[config.mk]
export PLATFORM = sky130hd
export DESIGN_NAME = bits_correlator
export DESIGN_NICKNAME = d
export VERILOG_FILES = /design/src/rtl/bits_pkg.sv /design/src/rtl/bits_popcount.sv /design/src/rtl/bits_correlator.sv
export SDC_FILE = /design/constraint.sdc
export NUM_CORES = 1
export LEC_CHECK = 0
export ABC_CLOCK_PERIOD_IN_PS = 3700
export BUFFER_PORTS_ARGS = -buffer_cell sky130_fd_sc_hd__buf_2
export CAP_MARGIN = 20
export CORE_UTILIZATION = 55
export CTS_BUF_LIST = sky130_fd_sc_hd__clkbuf_2 sky130_fd_sc_hd__clkbuf_4 sky130_fd_sc_hd__clkbuf_8
export DETAILED_ROUTE_END_ITERATION = 7
export GPL_TIMING_DRIVEN = 0
export PLACE_DENSITY = 0.84
export SLEW_MARGIN = 20
export SYNTH_ARGS = -nofsm -noshare
export SYNTH_HDL_FRONTEND = slang
export SYNTH_SLANG_ARGS = --single-unit
[constraint.sdc]
create_clock -name clk -period 3.7 [get_ports clk]
set_input_delay 0.37 -clock clk [delete_from_list [all_inputs] [get_ports clk]]
set_output_delay 0.37 -clock clk [all_outputs]
set_load 0.02 [all_outputs]
[src/rtl/bits_pkg.sv]
// Shared definitions for the bit-decoder correlator and the parent bit detector:
// symbol slot indices, the per-bank window-length table and width helpers.
package bits_pkg;

    // Slot index of each symbol template inside corr_dat
    localparam int SYM_S1 = 0;   // constant high (data 1)
    localparam int SYM_S2 = 1;   // high->low mid-bit (data 0)
    localparam int SYM_S3 = 2;   // low->high mid-bit (data 0)
    localparam int SYM_S4 = 3;   // constant low (data 1)
    localparam int NUM_SYMS = 4;

    // Window length for a bank: max(2, length - 2*bank), rounded down to even.
    // The bit detector uses the same table for its bit-period lengths.
    function automatic int corr_len(input int bank, input int length);
        int len;
        len = length - 2 * bank;
        if (len < 2) len = 2;
        len = len & ~1;
        return len;
    endfunction

    // Width able to hold a count in 0..length
    function automatic int corr_width(input int length);
        return $clog2(length + 1);
    endfunction

    // Width of the bank select for a given bank count
    function automatic int bank_width(input int banks);
        return $clog2(banks);
    endfunction

endpackage

[src/rtl/bits_popcount.sv]
// Masked ones-count: counts set bits of vec whose index lies in [lo, hi).
module bits_popcount #(
    parameter int LENGTH     = 4,
    parameter int CORR_WIDTH = 3
) (
    input  logic [LENGTH-1:0]     vec,
    input  logic [CORR_WIDTH-1:0] lo,
    input  logic [CORR_WIDTH-1:0] hi,
    output logic [CORR_WIDTH-1:0] count
);

    // Accumulate set bits inside the index window
    always_comb begin
        count = '0;
        for (int i = 0; i < LENGTH; i++) begin
            if (CORR_WIDTH'(i) >= lo && CORR_WIDTH'(i) < hi && vec[i]) begin
                count = count + CORR_WIDTH'(1);
            end
        end
    end

endmodule

[src/rtl/bits_correlator.sv]
// Sliding-window matched-filter bank for FM0 backscatter decoding.
// Each accepted sample is shifted into a history register and four symbol
// template correlations over the newest L samples are registered together.
module bits_correlator
    import bits_pkg::*;
#(
    parameter  int LENGTH     = 4,
    parameter  int BANKS      = 4,
    localparam int CORR_WIDTH = corr_width(LENGTH),
    localparam int BANK_WIDTH = bank_width(BANKS)
) (
    input  logic                           clk,
    input  logic                           rst,
    input  logic                           in_dat,
    input  logic                           in_vld,
    input  logic [BANK_WIDTH-1:0]          frequency_bank,
    output logic [NUM_SYMS*CORR_WIDTH-1:0] corr_dat,
    output logic                           corr_vld
);

    logic [LENGTH-1:0]            hist;
    logic [LENGTH-1:0]            hist_next;
    logic [BANK_WIDTH-1:0]        bank_eff;
    logic [CORR_WIDTH-1:0]        len_tab [BANKS];
    logic [CORR_WIDTH-1:0]        win_len;
    logic [CORR_WIDTH-1:0]        half_len;
    logic [CORR_WIDTH-1:0]        ones_first;
    logic [CORR_WIDTH-1:0]        ones_second;
    logic [CORR_WIDTH-1:0]        s1;
    logic [CORR_WIDTH-1:0]        s2;
    logic [CORR_WIDTH-1:0]        s3;
    logic [CORR_WIDTH-1:0]        s4;
    logic [NUM_SYMS*CORR_WIDTH-1:0] corr_next;

    // History including the sample offered this cycle, so the result covers it
    assign hist_next = {hist[LENGTH-2:0], in_dat};

    // Out-of-range bank selects fall back to the last (shortest) bank
    always_comb begin
        if (int'(frequency_bank) >= BANKS) bank_eff = BANK_WIDTH'(BANKS - 1);
        else                               bank_eff = frequency_bank;
    end

    // Window-length table, constant per elaboration
    always_comb begin
        for (int b = 0; b < BANKS; b++) begin
            len_tab[b] = CORR_WIDTH'(corr_len(b, LENGTH));
        end
    end

    assign win_len  = len_tab[bank_eff];
    assign half_len = win_len >> 1;

    // Older half of the window: hist[L-1:H]
    bits_popcount #(
        .LENGTH     (LENGTH),
        .CORR_WIDTH (CORR_WIDTH)
    ) u_pop_first (
        .vec   (hist_next),
        .lo    (half_len),
        .hi    (win_len),
        .count (ones_first)
    );

    // Newer half of the window: hist[H-1:0]
    bits_popcount #(
        .LENGTH     (LENGTH),
        .CORR_WIDTH (CORR_WIDTH)
    ) u_pop_second (
        .vec   (hist_next),
        .lo    ('0),
        .hi    (half_len),
        .count (ones_second)
    );

    // Template scores; every term is bounded by L so no overflow occurs
    always_comb begin
        s1 = ones_first + ones_second;
        s2 = ones_first + (half_len - ones_second);
        s3 = win_len - s2;
        s4 = win_len - s1;
        corr_next = '0;
        corr_next[SYM_S1*CORR_WIDTH +: CORR_WIDTH] = s1;
        corr_next[SYM_S2*CORR_WIDTH +: CORR_WIDTH] = s2;
        corr_next[SYM_S3*CORR_WIDTH +: CORR_WIDTH] = s3;
        corr_next[SYM_S4*CORR_WIDTH +: CORR_WIDTH] = s4;
    end

    // Shift history and register the correlations on each accepted sample
    always_ff @(posedge clk or negedge rst) begin
        if (!rst) begin
            hist     <= '0;
            corr_dat <= '0;
            corr_vld <= 1'b0;
        end else begin
            corr_vld <= in_vld;
            if (in_vld) begin
                hist     <= hist_next;
                corr_dat <= corr_next;
            end
        end
    end

endmodule

==> run_results.csv <==
group,metric,value,unit
timing,finalCriticalPeriod,3470,ps
power,p_per_area,564,nW/µm²
clocking,clockRootBuffer,"clkbuf_4",
placed_design,place.gp.congestion,0.804,
clocking,htree_levels,1,
synthesis,yosysWarningCount,0,
timing,fin_crit_sh,93.6,%
synthesis,synth_area_per_cell,11.2,µm²
synthesis,synth_nets,97,
timing,hold_ws,196,ps
routing,vias,613,
die,start_util,58.9,%
synthesis,yosysTopAreaCellShare,39.0,%
clocking,numCtsBuffers,3,
global_route,top_usage_layer,"met2",
synthesis,synth_top_area_cell,"dfrtp_1",
global_route,use_met3,3.88,%
power,leakagePower,0.000526,µW
timing,setup_viol,0,
run_status,status,"completed",
placed_design,dp_hpwl,1210,µm
clocking,clkTransAtPathRegs,80,ps
die,dieHeight,42.4,µm
clocking,cts.sinks,14,
timing,max_freq,289,MHz
timing,rsz0062_at_grt,"false",
worst_hold_path,hp-class,"in -> reg",
placed_design,place_inst,114,
worst_setup_path,worstPathArrival,3640,ps
power,peakVddDrop,0.330,mV
global_route,grt_pass1_vias,637,
timing,max_slew_margin,76.2,%
synthesis,yosysSeqAreaShare,39.0,%
power,finalPower,589,µW
synthesis,synthFlopType,"dfrtp_1",
worst_setup_path,start_kind,"primary input",
global_route,met1_usage,24.3,%
die,die_x,42.4,µm
clocking,cts_tree,"done",
global_route,antenna_found_initial,0,
global_route,grt_max_degree,15,
timing,hold_violations,0,
clocking,postCtsSetupBuffers,0,
global_route,grt_usage,21.0,%
synthesis,ys_seq_elements,14,
timing,finClkSkew,1.53,ps
clocking,cts_buffer_depth,2,
synthesis,yosys-top-cells-area,"dfrtp_1 (39%), fa_1 (11%), mux2_2 (8.8%)",
die,ios,19,
routing,drt-pass1-iter-count,5,
global_route,grt-ovfl-total,0,
die,row_count,14,
worst_setup_path,crit_fanout,7,
die,core,1520,µm²
synthesis,post-synth-top-count-cell,"dfrtp_1",
worst_setup_path,critPathKind,"in -> reg",
clocking,clock_latency,280,ps
global_route,use_met2,35.1,%
synthesis,synthArstFlopShare,100,%
routing,ant_nets,0,
worst_setup_path,critPathCaptureType,"register",
routing,vias_per_cell,5.19,
layout,drive_gt1_share,35.3,%
timing,tns,0,ps
placed_design,portBuffers,18,
placed_design,placed_area,1010,µm²
synthesis,synth_cell_type_count,26,
synthesis,yosys-top-cells-count,"dfrtp_1 (14), inv_1 (11), mux2_2 (7)",
job,max_cap_viol_count,0,
die,dieArea,1800,µm²
synthesis,synth-edff-count,0,
layout,fin_area,1040,µm²
routing,wirelength,1500,µm
routing,wl_per_cell,12.7,µm
routing,drcViolationCount,0,
worst_setup_path,required,3880,ps
global_route,grt_pass1_wl,2670,µm
layout,diodes,0,
timing,worst_slew_pin_slew,357,ps
timing,drv_slew,0,
layout,layout.cells.non_filler,118,
synthesis,synth_cells,80,
routing,initialDrtViolationCount,10,
layout,syn_to_final_growth,16.3,%
synthesis,syn_area,898,µm²
layout,nets,121,
## flip-flops by register name, summed over array words and instances (netlist names)
register  count
corr_dat     10
hist          3
corr_vld      1
## cell usage in the layout (no fill, tap or decap), drive strengths merged
cell type,instances
a21oi,3
a311oi,1
a31o,1
a31oi,1
and2,1
buf,23
clkbuf,6
dfrtp,14
dlygate4sd3,1
fa,5
ha,6
inv,12
mux2,7
mux2i,2
nand2,2
nand3,1
nor2,4
nor2b,1
o21ai,2
or2,1
or3,2
or3b,1
xnor2,4
xor3,1
## cells by family after synthesis
family | count (synthesis) | synth area share [%]
AO/OA/AOI/OAI | 8 | 6.13
buffers and inverters | 20 | 10.3
multiplexers | 9 | 11.0
adder cells (fa/ha/maj) | 11 | 19.5
AND/OR/NAND/NOR | 13 | 7.52
XOR/XNOR | 5 | 6.55
flip-flops | 14 | 39.0
## critical path, stage by stage
cell and delay (ps):
buf_2 110, or2_1 230, buf_6 140, and2_1 170
ha_1 250, a21oi_2 220, fa_1 470, fa_1 550
inv_1 70, fa_1 430, xor3_1 360, mux2_2 260
## cell type report
type                            instances  area, µm²
Clock buffer                            3       22.5
Inverter                               12       45.0
Buffer                                  8       47.5
Multi-Input combinational cell         46        459
Tap cell                               16       20.0
Sequential cell                        14        350
Fill cell                             106        479
Timing Repair Buffer                   19        100
## worst paths after layout
check                           depth (start not counted)               from  slack [ps]           to
min in group asynchronous                               2                rst         500  corr_dat[9]
worst max register to register                          9            hist[2]         360  corr_dat[8]
max in group asynchronous                               2                rst        2960     corr_vld
worst min register to register                          1        corr_dat[8]         510  corr_dat[8]
worst min-delay path                                    1             in_vld         200     corr_vld
worst max-delay path                                   12  frequency_bank[1]         230  corr_dat[8]
## where the power goes
group | switching (µW) | total [µW] | internal [µW]
combinational | 153 | 282 | 129
sequential | 23.8 | 222 | 198
clock | 48.3 | 86.1 | 37.8
total | 225 | 589 | 364
## metal layers
metal  wire length [µm]  share of wire, %  vias up
met2                756                50       16
met3                 51               3.4        5
met1                648                43      291
met5                  0                 0        -
met4                 46               3.1        0
li1                   -                 -      301
## per-stage QoR
| stage | utilization [%] | worst slack [ps] |
|---|---|---|
| global route | 68.6 | 76.8 |
| floorplan | - | 112 |
| detailed placement | 66.2 | -168 |
| finish | 68.6 | 235 |
| global placement | 66.2 | -119 |
| CTS | 68.3 | 137 |
## repair_timing
item	CTS	global route
hold buffers	1	0
gates resized for setup	0	1
endpoints found under the hold margin	14	0
setup endpoints to repair	0	1
Note: power is estimated with default switching activity, not from simulation.
